## config.mk

```make
export PLATFORM = sky130hd
export DESIGN_NAME = muldiv_unit
export DESIGN_NICKNAME = d
export VERILOG_FILES = /design/src/rtl/muldiv_unit.sv
export SDC_FILE = /design/constraint.sdc
export NUM_CORES = 1
export LEC_CHECK = 0
export ABC_AREA = 1
export CAP_MARGIN = 40
export CORE_ASPECT_RATIO = 0.9
export CORE_MARGIN = 2
export CORE_UTILIZATION = 36
export DETAILED_ROUTE_END_ITERATION = 6
export GPL_TIMING_DRIVEN = 0
export SYNTH_ARGS = -nofsm -noshare
export SYNTH_HDL_FRONTEND = slang
export SYNTH_SLANG_ARGS = --single-unit
```

## constraint.sdc

```tcl
create_clock -name clk -period 3.5 [get_ports clk]
set_input_delay 0.7 -clock clk [delete_from_list [all_inputs] [get_ports clk]]
set_output_delay 0.7 -clock clk [all_outputs]
set_load 0.02 [all_outputs]
```

## src/rtl/muldiv_unit.sv

```systemverilog
// rtl/muldiv_unit.sv - iterative MULT/MULTU/DIV/DIVU unit with architectural HI/LO registers
// Signed MULT/DIV handling is built only when MULDIV_SIGNED_EN is defined.
module muldiv_unit #(
   parameter int WIDTH = 32
) (
   input  logic             clk,
   input  logic             rst,
   input  logic             start,
   input  logic [1:0]       op,
   input  logic [WIDTH-1:0] inp1,
   input  logic [WIDTH-1:0] inp2,
   input  logic             cancel,
   input  logic             wrHi,
   input  logic             wrLo,
   input  logic [WIDTH-1:0] wrData,
   output logic             busy,
   output logic             done,
   output logic [WIDTH-1:0] hi,
   output logic [WIDTH-1:0] lo
);

   localparam int CW = $clog2(WIDTH + 1);
   localparam logic [1:0] S_IDLE = 2'd0;
   localparam logic [1:0] S_RUN  = 2'd1;
   localparam logic [1:0] S_FIX  = 2'd2;

   logic [1:0]         r_state;
   logic [CW-1:0]      r_cnt;
   logic               r_busy;
   logic               r_done;
   logic [WIDTH-1:0]   r_hi;
   logic [WIDTH-1:0]   r_lo;
   logic [2*WIDTH-1:0] r_acc;
   logic [WIDTH-1:0]   r_a;
   logic [WIDTH-1:0]   r_b;
   logic [WIDTH-1:0]   r_orig1;
   logic               r_div;

   logic [WIDTH-1:0]   w_m1;
   logic [WIDTH-1:0]   w_m2;
   logic [WIDTH:0]     w_madd;
   logic [WIDTH:0]     w_trial;
   logic [2*WIDTH-1:0] w_step;
   logic [WIDTH-1:0]   w_res_hi;
   logic [WIDTH-1:0]   w_res_lo;

`ifdef MULDIV_SIGNED_EN
   logic r_s1;
   logic r_s2;
   logic w_s1;
   logic w_s2;

   always_comb begin
      w_s1 = ~op[0] & inp1[WIDTH-1];
      w_s2 = ~op[0] & inp2[WIDTH-1];
      w_m1 = w_s1 ? (~inp1 + 1'b1) : inp1;
      w_m2 = w_s2 ? (~inp2 + 1'b1) : inp2;
   end
`else
   logic w_unused_op;

   assign w_unused_op = op[0];
   assign w_m1 = inp1;
   assign w_m2 = inp2;
`endif

   // Multiply: product accumulates in the upper half while the multiplier shifts out of the lower half.
   // Divide: upper half is the partial remainder, lower half shifts dividend bits out and quotient bits in.
   always_comb begin
      w_madd  = {1'b0, r_acc[2*WIDTH-1:WIDTH]} + (r_acc[0] ? {1'b0, r_a} : '0);
      w_trial = r_acc[2*WIDTH-1:WIDTH-1] - {1'b0, r_b};
      if (r_div) begin
         if (w_trial[WIDTH])
            w_step = {r_acc[2*WIDTH-2:0], 1'b0};
         else
            w_step = {w_trial[WIDTH-1:0], r_acc[WIDTH-2:0], 1'b1};
      end else begin
         w_step = {w_madd, r_acc[WIDTH-1:1]};
      end
   end

   always_comb begin
      w_res_hi = r_acc[2*WIDTH-1:WIDTH];
      w_res_lo = r_acc[WIDTH-1:0];
`ifdef MULDIV_SIGNED_EN
      if (r_div) begin
         if (r_s1 ^ r_s2)
            w_res_lo = -r_acc[WIDTH-1:0];
         if (r_s1)
            w_res_hi = -r_acc[2*WIDTH-1:WIDTH];
      end else if (r_s1 ^ r_s2) begin
         {w_res_hi, w_res_lo} = -r_acc;
      end
`endif
      if (r_div && (r_b == '0)) begin
         w_res_lo = '1;
         w_res_hi = r_orig1;
      end
   end

   always_ff @(posedge clk) begin
      if (rst) begin
         r_state <= S_IDLE;
         r_cnt   <= '0;
         r_busy  <= 1'b0;
         r_done  <= 1'b0;
         r_hi    <= '0;
         r_lo    <= '0;
         r_acc   <= '0;
         r_a     <= '0;
         r_b     <= '0;
         r_orig1 <= '0;
         r_div   <= 1'b0;
`ifdef MULDIV_SIGNED_EN
         r_s1    <= 1'b0;
         r_s2    <= 1'b0;
`endif
      end else begin
         r_done <= 1'b0;
         case (r_state)
            S_IDLE: begin
               if (wrHi)
                  r_hi <= wrData;
               if (wrLo)
                  r_lo <= wrData;
               if (start && !cancel) begin
                  r_state <= S_RUN;
                  r_busy  <= 1'b1;
                  r_cnt   <= '0;
                  r_a     <= w_m1;
                  r_b     <= w_m2;
                  r_orig1 <= inp1;
                  r_div   <= op[1];
                  r_acc   <= {{WIDTH{1'b0}}, (op[1] ? w_m1 : w_m2)};
`ifdef MULDIV_SIGNED_EN
                  r_s1    <= w_s1;
                  r_s2    <= w_s2;
`endif
               end
            end
            S_RUN: begin
               if (cancel) begin
                  r_state <= S_IDLE;
                  r_busy  <= 1'b0;
                  r_cnt   <= '0;
               end else begin
                  r_acc <= w_step;
                  r_cnt <= r_cnt + 1'b1;
                  if (r_cnt == CW'(WIDTH - 1))
                     r_state <= S_FIX;
               end
            end
            default: begin
               r_state <= S_IDLE;
               r_busy  <= 1'b0;
               r_cnt   <= '0;
               if (!cancel) begin
                  r_hi   <= w_res_hi;
                  r_lo   <= w_res_lo;
                  r_done <= 1'b1;
               end
            end
         endcase
      end
   end

   assign busy = r_busy;
   assign done = r_done;
   assign hi   = r_hi;
   assign lo   = r_lo;

endmodule
```

### Yosys cells after proc, flatten, opt, wreduce, memory -nomap -nowiden

Index checks and enable logic that the tools add are counted.
W data, S select, Z words.

| word-level totals | value |
|---|---|
| register bits after elaboration | 203 |
| input bits | 104 |
| output and inout port bits | 66 |
| logic and storage cells | 62 |

| cells by class | value |
|---|---|
| $add $sub $neg | 3 |
| equality and inequality tests | 9 |
| mux-type cells | 26 |
| bitwise gates (word level) | 1 |
| reductions and logical operators | 13 |

Operators with widths:

| operator | number |
|---|---|
| $mux W32 | 8 |
| $mux W64 | 4 |
| $pmux W32 S2 | 2 |
| $pmux W64 S2 | 1 |
| $add A32 B32 Y33 | 1 |
| $sub A33 B32 Y33 | 1 |
| $logic_not A32 Y1 | 1 |
| $mux W6 | 2 |
| $pmux W6 S2 | 1 |
| $ne A2 B2 Y1 const B | 5 |
| $reduce_and A3 Y1 | 3 |
| $add A6 B1 Y6 const B | 1 |
| $eq A6 B5 Y1 const B | 1 |
| $mux W2 | 3 |
| $reduce_and A2 Y1 | 3 |
| $pmux W2 S2 | 1 |
| $mux W1 | 3 |
| $ne A3 B3 Y1 const B | 1 |
| $reduce_or A3 Y1 | 1 |
| $eq A2 B1 Y1 const B | 1 |
| $logic_and A1 B1 Y1 | 2 |
| $logic_not A2 Y1 | 1 |
| $ne A2 B1 Y1 const B | 1 |
| $pmux W1 S2 | 1 |
| 3 further kinds | 3 |

### Logic depth before layout (Yosys ltp)

Gate-level depths: netlist of run 1.

| logic depth | value |
|---|---|
| depth in word-level cells | 5 |
| depth in mapped cells | 20 |
| mapped depth without buffers | 20 |

### Worst setup path before layout of run 1

No wires, ideal clock.

| path | value |
|---|---|
| path type | reg2reg |
| start point | register r_acc[0] |
| end point | register r_acc[53] |
| library setup time | 0.132 ns |
| arrival time | 2.240 ns |
| data required time | 3.368 ns |
| slack | 1.128 ns |
| cell stages (with the launch flop) | 19 |
| buffers on the path | 1 |
| period minus slack after synthesis | 2.372 ns |
| cells stage by stage | dfxtp_1 clkbuf_1 nand2_1 inv_1 ha_1 inv_1 fa_1 o21ai_2 nand2_1 nand2_1 nand3_1 nand2_1 nand2_1 nand3_1 nand3_1 nand2_1 inv_1 nand2_1 a21oi_1 |

| between the ends | value |
|---|---|
| longest elaborated chain between the ends | 5 |

Ends and longest elaborated chain:

| element | line | RTL |
|---|---|---|
| start: declaration | 33 | `logic [2*WIDTH-1:0] r_acc;` |
| start signal: assignment | 134 | `r_acc <= {{WIDTH{1'b0}}, (op[1] ? w_m1 : w_m2)};` |
| start signal: assignment | 147 | `r_acc <= w_step;` |
| $mux W32 | 70 | `w_madd = {1'b0, r_acc[2*WIDTH-1:WIDTH]} + (r_acc[0] ? {1'b0, r_a} : '0);` |
| $add A32 B32 Y33 | 70 |  |
| $mux W64 | 72 | `if (r_div) begin` |
| $mux W64 | 142 | `if (cancel) begin` |
| $pmux W64 S2 | 120 | `case (r_state)` |

Every way passes these cells. The select of a mux whose other input is x is not followed.
A chain may end at the register's enable or synchronous reset.

### Final worst setup path of run 1

| path | value |
|---|---|
| start point | register r_acc[0] |
| end point | register r_acc[61] |

Same word-level chain as after synthesis.

==> impl_metrics.csv, run 1 <==
group,metric,value,unit
floorplanning,coreArea,0.0383,sq mm
critical_path,required,3890,ps
clocking,ctsHtreeMaxLevel,1,
global_routing,grt_max_degree,15,
place,dpl.cell_count,2885,
logic_synthesis,syn-num-nets,2399,
logic_synthesis,synth-seq-cells,203,
routing,routedWlPerCell,21.3,um
routing,first_pass_iters,5,
pwr,p_leak,7.46,nW
timing,tightest_slew,909,ps
timing,max_clock_freq,0.314,GHz
cells_and_area,final_cell_mix,"nand2_1 (497), o21ai_0 (295), inv_1 (242), nor2_1 (239), dfxtp_1 (203)",
clocking,clk-insertion-delay-late,540,ps
critical_path,worst_setup_path_start_kind,"register",
cells_and_area,final_common_cell,"nand2_1",
cells_and_area,layout-drive-gt1-share,4.43,%
pwr,vdd_drop_max,436,uV
pwr,powerDensity,707,mW/mm^2
routing,drt_iter0_drc,1773,
floorplanning,dieHeight,191,um
pwr,finalPower,12.1,mW
critical_path,crit_type,"register to register",
global_routing,met2_usage,46.0,%
timing,setup_viol,0,
routing,num_vias,16344,
clocking,cts_hold_buf,0,
place,placed_area,0.0163,sq mm
outcome,status,"complete, no violations",
global_routing,grt_usage,30.1,%
run,maxCapViolations,0,
timing,maxSlewHeadroom,39.4,%
logic_synthesis,postSynthAreaPerCell,6.27,sq um
place,io_buffers,166,
global_routing,top_usage_layer,"met2",
logic_synthesis,ys_types,46,
cells_and_area,postLayoutCoreUtil,44.6,%
global_routing,grt_antenna_before_repair,0,
critical_path,end_kind,"register",
timing,fin_crit_sh,91.1,%
place,gp_congestion,0.974,
timing,period_needed,3190,ps
timing,fin_setup_tns,0,ps
clocking,cts_buffers,23,
place,dpl.hpwl,52.0,mm
routing,postRouteAntennaNets,0,
floorplanning,dieWidth,212,um
routing,drt_wl_total,62.5,mm
clocking,cts_root_buf,"clkbuf_16",
floorplanning,die_area,0.0404,sq mm
routing,route.detailed.drc,0,
cells_and_area,final_nets,2592,
global_routing,grt_pass1_wl,91.0,mm
cells_and_area,area_growth_syn_to_layout,22.3,%
floorplanning,ios,170,
floorplanning,start_util,36.5,%
timing,rsz0062_at_grt,"false",
global_routing,grt.overflow.total,0,
logic_synthesis,synth_area,0.0140,sq mm
timing,finalHoldViolCount,0,
routing,vias_per_cell,5.58,
logic_synthesis,seq_area_frac_synth,29.1,%
clocking,clk_pin_slew_worst_paths,70,ps
global_routing,grt_pass1_vias,14692,
floorplanning,row_count,68,
critical_path,crit_arrival,3580,ps
cells_and_area,final_cells,2928,
cells_and_area,fin_area,0.0171,sq mm
logic_synthesis,syn_inst,2228,
timing,skew,18.3,ps
timing,drv_slew,0,
logic_synthesis,yosys_warnings,0,
clocking,cts_sinks,203,
clocking,cts_tree,"built",
clocking,clk_path_buf_depth,3,
critical_path,path_max_fanout,8,
hold_path,hp-class,"register to register",
global_routing,grt_use_met1,44.3,%
global_routing,grtUsageMet3,4.63,%
[state kept, by name, indices dropped and copies added (netlist names)]
signal,count
busy,1
done,1
hi,32
lo,32
r_acc,64
r_b,32
r_cnt,6
r_div,1
r_orig1,32
r_state,2
[per-layer routing]
metal	vias up	wire length (um)
li1	7855	-
met1	7728	29400
met2	685	26600
met3	76	5000
met4	0	1470
met5	-	0
[synthesized netlist by cell type, drive strengths merged]
| cell type | n | area share (%) |
|---|---|---|
| nand2 | 509 | 14 |
| o21ai | 303 | 11 |
| inv | 252 | 6.8 |
| nor2 | 246 | 7.0 |
| dfxtp | 203 | 29 |
| a21oi | 166 | 6.1 |
| nand3 | 119 | 4.3 |
| a31oi | 91 | 4.1 |
| clkbuf | 89 | 2.4 |
| ha | 65 | 5.8 |
| o211ai | 45 | 2.4 |
| buf | 27 | 1.3 |
| nand4 | 21 | 0.94 |
| xor2 | 13 | 0.81 |
| nor3 | 12 | 0.47 |
| o21bai | 10 | 0.54 |
| nor4 | 8 | 0.36 |
| a21o | 7 | 0.38 |
| nand3b | 7 | 0.38 |
| or2 | 7 | 0.31 |
| o21a | 5 | 0.27 |
| o22ai | 5 | 0.22 |
| xnor2 | 5 | 0.31 |
| a21boi | 3 | 0.16 |
| a31o | 2 | 0.13 |
| and2 | 2 | 0.090 |
| and3 | 2 | 0.090 |
| fa | 2 | 0.29 |
| a2111oi | 1 | 0.063 |
| o311ai | 1 | 0.063 |
[critical path, stage by stage (launching register included)]
cell and delay, ps:
dfxtp_1 620, nand2_1 120, inv_1 80, ha_1 210
inv_1 80, fa_1 480, o21ai_2 310, nand2_1 120
nand2_1 130, nand3_1 120, nand2_1 210, nand3b_1 170
nand3_1 110, nand3_1 80, nand3_1 130, a21oi_1 60
[logic make-up after synthesis]
kind of cell | Yosys count | share of synthesized area [%]
AO/OA/AOI/OAI | 639 | 25.3
XOR/XNOR | 18 | 1.13
adder cells (fa/ha/maj) | 67 | 6.11
buffers and inverters | 368 | 10.4
flip-flops | 203 | 29.1
AND/OR/NAND/NOR | 933 | 28.0
[layout make-up]
type	count	area, sq um
fillers	4139	21200
multi-input cells	1657	8450
flip-flops and latches	203	4060
repair buffers	169	1700
inverters	252	948
clock buffers	29	628
well taps	490	613
plain buffers	115	507
clock inverters	12	179
diodes	1	2.50
[final timing paths]
kind,start,end,slack (ps),cells past startpoint
worst max-delay path,r_acc[0],r_acc[61],310,15
worst min-delay path,r_cnt[5],r_cnt[5],460,1
worst max register to register,r_acc[0],r_acc[61],310,15
worst min register to register,r_cnt[5],r_cnt[5],460,1
[through the flow]
step	setup WS (ps)	hold WS (ps)
final	312	463
after floorplan	1130	417
after global routing	147	494
after detailed placement	208	455
after global placement	222	448
after CTS	177	468
[power breakdown]
group	total, mW	switching, mW	internal [mW]
Combinational	6.04	4.16	1.89
Clock	2.65	1.07	1.58
Sequential	3.39	0.471	2.92
[timing repair]
| item | CTS | global route |
|---|---|---|
| endpoints found under the setup margin | 0 | 9 |
| resized for setup | 0 | 3 |
| buffers inserted | 0 | 0 |
(Power assumes the default switching activity.)
==> inputs of run 2 (changes only) <==
- clock period: 3.5 -> 2.65 ns (I/O delays scaled with it)
==> run 2 against run 1 <==
Net effect:
- non-clock buffer count grew 13
- clock skew is 4.7 ps lower
- via count grew 0.65%
- sequential cell count stayed put
- setup slack lost 220 ps
- critical path depth decreased by 2
- count of clock-buffer cells in the layout is the same
- clock power rose by 32%
- critical path type unchanged
- critical endpoint is now r_acc[48]
- highest routed layer unchanged
==> impl_metrics.csv, run 2 (synthesis gave the netlist of run 1 again) <==
group,metric,value,unit
clocking,cts_buffers,23,
hold_path,holdPathEnd,"r_state[0]",
cells_and_area,final_nets,2605,
timing,max_clock_freq,0.391,GHz
pwr,vdd_drop_max,582,uV
cells_and_area,largest_reg_flops,64,
place,gp_congestion,0.974,
global_routing,grt_max_degree,15,
routing,drt_iter0_drc,1684,
routing,drt_wl_total,62.9,mm
timing,maxSlewHeadroom,42.7,%
floorplanning,dieHeight,191,um
floorplanning,die_area,0.0404,sq mm
pwr,p_leak,7.59,nW
place,placed_area,0.0163,sq mm
routing,route.detailed.drc,0,
cells_and_area,final_common_cell,"nand2_1",
critical_path,end_kind,"register",
clocking,clk_path_buf_depth,3,
timing,fin_crit_sh,96.5,%
clocking,clk-insertion-delay-late,530,ps
global_routing,grt_pass1_vias,14767,
timing,period_needed,2560,ps
cells_and_area,area_growth_syn_to_layout,26.7,%
timing,hold_ws,352,ps
clocking,clk_pin_slew_worst_paths,60,ps
place,dpl.cell_count,2885,
cells_and_area,final_cells,2943,
critical_path,cp-startpoint,"r_acc[0]",
run,maxCapViolations,0,
timing,finalHoldViolCount,0,
clocking,cts_root_buf,"clkbuf_16",
global_routing,grt.overflow.total,0,
outcome,status,"complete, no violations",
timing,skew,13.5,ps
critical_path,r2r_slack,90,ps
global_routing,grt_antenna_before_repair,0,
place,io_buffers,166,
routing,routedWlPerCell,21.4,um
hold_path,worst_hold_path.num_cells,2,
floorplanning,row_count,68,
pwr,powerDensity,919,mW/mm^2
hold_path,hp-class,"input port to register",
timing,setup_viol,0,
cells_and_area,largest-register,"r_acc",
critical_path,path_max_fanout,10,
cells_and_area,fin_area,0.0177,sq mm
critical_path,reg2reg_to,"r_acc[48]",
timing,drv_slew,0,
clocking,ctsHtreeMaxLevel,1,
place,dpl.hpwl,52.0,mm
floorplanning,ios,170,
critical_path,required,3110,ps
clocking,cts_sinks,203,
routing,vias_per_cell,5.59,
critical_path,worst_setup_path_start_kind,"register",
critical_path,reg2reg_depth,13,
timing,rsz0062_at_grt,"true",
critical_path,crit_type,"register to register",
global_routing,grt_pass1_wl,91.3,mm
clocking,cts_tree,"built",
critical_path,crit-reg2reg-launch,"r_acc[0]",
floorplanning,coreArea,0.0383,sq mm
routing,num_vias,16451,
clocking,cts_hold_buf,0,
critical_path,crit_arrival,3020,ps
hold_path,hp-start,"rst",
routing,postRouteAntennaNets,0,
cells_and_area,layout-drive-gt1-share,9.51,%
timing,fin_setup_tns,0,ps
timing,tightest_slew,859,ps
routing,first_pass_iters,6,
floorplanning,start_util,36.5,%
cells_and_area,fillers,4080,
global_routing,grt_usage,30.2,%
cells_and_area,final_cell_mix,"nand2_1 (478), o21ai_0 (285), inv_1 (241), nor2_1 (222), dfxtp_1 (198)",
floorplanning,dieWidth,212,um
[run 2: how the worst max path moves through the flow]
stage	cells past startpoint	end
after floorplan	18	r_acc[53]
final	13	r_acc[48]
after CTS	18	r_acc[57]
after global placement	16	r_acc[55]
after global routing	14	r_acc[54]
after detailed placement	14	r_acc[52]
[run 2: repair_timing]
action	in CTS	in global routing
endpoints found under the setup margin	75	57
cloned	0	0
pin swaps	6	22
gates resized for setup	38	123
setup buffers	4	9
[run 2: final cells by class]
type / instances / area [sq um] / area share (%)
Antenna cell: 3 / 7.51 / 0.0424
Buffer: 115 / 552 / 3.12
Clock buffer: 29 / 628 / 3.55
Clock inverter: 12 / 179 / 1.01
Inverter: 252 / 953 / 5.39
Multi-Input combinational cell: 1657 / 8880 / 50.2
Sequential cell: 203 / 4080 / 23.0
Tap cell: 490 / 613 / 3.46
Timing Repair Buffer: 182 / 1810 / 10.2
[run 2: critical path, cell delays in order, from the launching register on]
cell and delay (ps):
dfxtp_4 400, clkbuf_4 200, nand2_1 80, inv_1 40
ha_2 380, nand2_2 130, nor2_4 170, nand2_1 150
inv_1 110, nand4_1 190, a31o_2 310, nand3_1 100
nand3_1 90, a21oi_1 130
[run 2: report_power, final]
group	internal [mW]	switching (mW)	total (mW)	leakage, nW
registers	3.87	0.643	4.51	1.68
logic	2.68	5.58	8.26	5.53
clock network	2.08	1.41	3.49	0.387
[run 2: routing by layer]
layer | GRT usage [%] | routed length [um] | vias up
met5 | 0 | 0 | -
met3 | 4.76 | 4770 | 79
met1 | 44.3 | 29700 | 7801
met2 | 46.1 | 26800 | 692
li1 | - | - | 7879
met4 | 6.72 | 1570 | 0
[run 2: per-stage QoR]
stage	power, mW	util (%)	setup WS, ps
global route	17.2	46.2	-82.2
finish	16.3	46.2	92.3
floorplan	9.24	-	278
detailed placement	12.3	42.5	-642
global placement	12.2	42.4	-628
CTS	15.8	44.9	3.22
==> inputs of run 3 (changes only) <==
- RECOVER_POWER: not set -> 100
==> run 3 against run 2 <==
Net effect:
- fmax fell by 3.0%
- setup slack got worse by 80 ps
- non-clock buffer count did not move
- total power fell by 0.76%
- combinational power fell by 1%
- clock skew rose by 3.3 ps
- clock power barely moved
- hold slack improved by 1.9 ps
- cell area fell by 0.16%
- first-iteration DRC count rose by 3.0%
- wire length barely moved
- die area did not move
- critical path type unchanged
- critical endpoint is now r_b[24]
==> impl_metrics.csv, run 3 (synthesis gave the netlist of run 1 again) <==
group,metric,value,unit
critical_path,crit-reg2reg-launch,"r_state[0]",
routing,drt_iter0_drc,1734,
global_routing,grt_antenna_before_repair,0,
routing,first_pass_iters,6,
critical_path,path_cells,"inv_2, nor2_4, inv_2, nor2_4, inv_2, nand2_1, nor2_8, inv_2, clkbuf_1, o21ai_0, a21oi_1",
timing,fin_setup_tns,0,ps
timing,max_clock_freq,0.379,GHz
clocking,cts_buffers,23,
routing,drt_wl_total,62.9,mm
timing,period_needed,2640,ps
critical_path,worst_setup_path_start_kind,"register",
timing,rsz0062_at_grt,"true",
routing,postRouteAntennaNets,0,
cells_and_area,final_common_cell,"nand2_1",
floorplanning,start_util,36.5,%
outcome,status,"complete, no violations",
clocking,cts_tree,"built",
global_routing,grt_pass1_vias,14767,
timing,maxSlewHeadroom,40.1,%
cells_and_area,largest-register,"r_acc",
critical_path,cp_num_cells,11,
global_routing,grt.overflow.total,0,
floorplanning,die_area,0.0404,sq mm
floorplanning,row_count,68,
critical_path,crit_arrival,3100,ps
clocking,cts_root_buf,"clkbuf_16",
routing,num_vias,16366,
cells_and_area,largest_reg_flops,64,
cells_and_area,final_cell_mix,"nand2_1 (479), o21ai_0 (285), inv_1 (241), nor2_1 (222), dfxtp_1 (198)",
timing,tightest_slew,898,ps
place,dpl.cell_count,2885,
pwr,p_leak,7.74,nW
timing,layout_setup_ws,12.6,ps
cells_and_area,postLayoutCoreUtil,46.2,%
clocking,clk_pin_slew_worst_paths,70,ps
place,io_buffers,166,
critical_path,path_delay_family,"buffers and inverters",
global_routing,grt_max_degree,15,
routing,vias_per_cell,5.56,
place,dpl.hpwl,52.0,mm
place,gp_congestion,0.974,
floorplanning,dieWidth,212,um
critical_path,required,3110,ps
clocking,clk_path_buf_depth,3,
critical_path,r2r_slack,10,ps
global_routing,grt_pass1_wl,91.3,mm
critical_path,critPathBufInv,5,
global_routing,grt_usage,30.2,%
floorplanning,ios,170,
critical_path,path_max_fanout,10,
clocking,ctsHtreeMaxLevel,1,
timing,skew,16.9,ps
place,place_ws,-642,ps
timing,drv_slew,0,
hold_path,worst_hold_path.num_cells,2,
timing,finalHoldViolCount,0,
floorplanning,dieHeight,191,um
timing,fin_crit_sh,99.5,%
critical_path,cpPeakStageDelay,390,ps
cells_and_area,layout-drive-gt1-share,9.35,%
timing,setup_viol,0,
critical_path,cpMostUsedCell,"inv_2",
critical_path,end_kind,"register",
routing,route.detailed.drc,0,
clocking,clk-insertion-delay-late,540,ps
pwr,powerDensity,913,mW/mm^2
critical_path,cp-startpoint,"r_state[0]",
critical_path,crit_type,"register to register",
routing,routedWlPerCell,21.4,um
cells_and_area,area_growth_syn_to_layout,26.5,%
hold_path,hp-class,"input port to register",
critical_path,cp_slowest_cell,"dfxtp_1",
run,maxCapViolations,0,
floorplanning,coreArea,0.0383,sq mm
pwr,vdd_drop_max,582,uV
pwr,finalPower,16.1,mW
critical_path,endpoint,"r_b[24]",
clocking,cts_sinks,203,
critical_path,reg2reg_to,"r_b[24]",
cells_and_area,final_nets,2605,
cells_and_area,final_cells,2943,
critical_path,reg2reg_depth,11,
run 3: where the power goes:
part	total (mW)	internal [mW]	leakage, nW	switching (mW)
Sequential	4.49	3.87	1.68	0.630
Combinational	8.15	2.58	5.68	5.57
Clock	3.49	2.08	0.387	1.41
run 3: worst register-to-register path: cells and delay by family, from the launching register on:
kind	cells	cell delay [ps]
and+or+nand+nor	4	810
DFF	1	390
buffers and inverters	5	890
AOI/OAI and AO/OA	2	480
run 3: worst min path at each step:
stage	from	to	slack (ps)
floorplan	r_cnt[5]	r_cnt[5]	420
finish	rst	r_state[0]	350
global route	rst	r_state[0]	410
global placement	r_cnt[5]	r_cnt[5]	450
detailed placement	busy	busy	450
CTS	rst	r_state[0]	360
run 3: through the flow:
stage	instance area, sq um	hold slack, ps
finish	17700	354
CTS	17200	355
global route	17700	412
floorplan	14000	417
detailed placement	16300	455
global placement	16200	448
run 3: area by class of cell:
cell class,count,area [sq um]
flip-flops and latches,203,4080
well taps,490,613
fillers,4084,20600
clock buffers,29,628
plain buffers,115,539
inverters,252,953
clock inverters,12,179
repair buffers,182,1810
diodes,3,7.51
multi-input cells,1657,8870
run 3: routing by layer:
layer	share of wire [%]	GRT usage (%)
met2	43	46.1
met3	7.7	4.76
met1	47	44.3
met4	2.4	6.72
met5	0	0
run 3: timing repair:
item | 4_1_cts | 5_1_grt
resized for setup | 38 | 123
hold buffers | 0 | 0
gates cloned | 0 | 0
setup buffers | 4 | 9
endpoints found under the setup margin | 75 | 57
pin swaps | 6 | 22
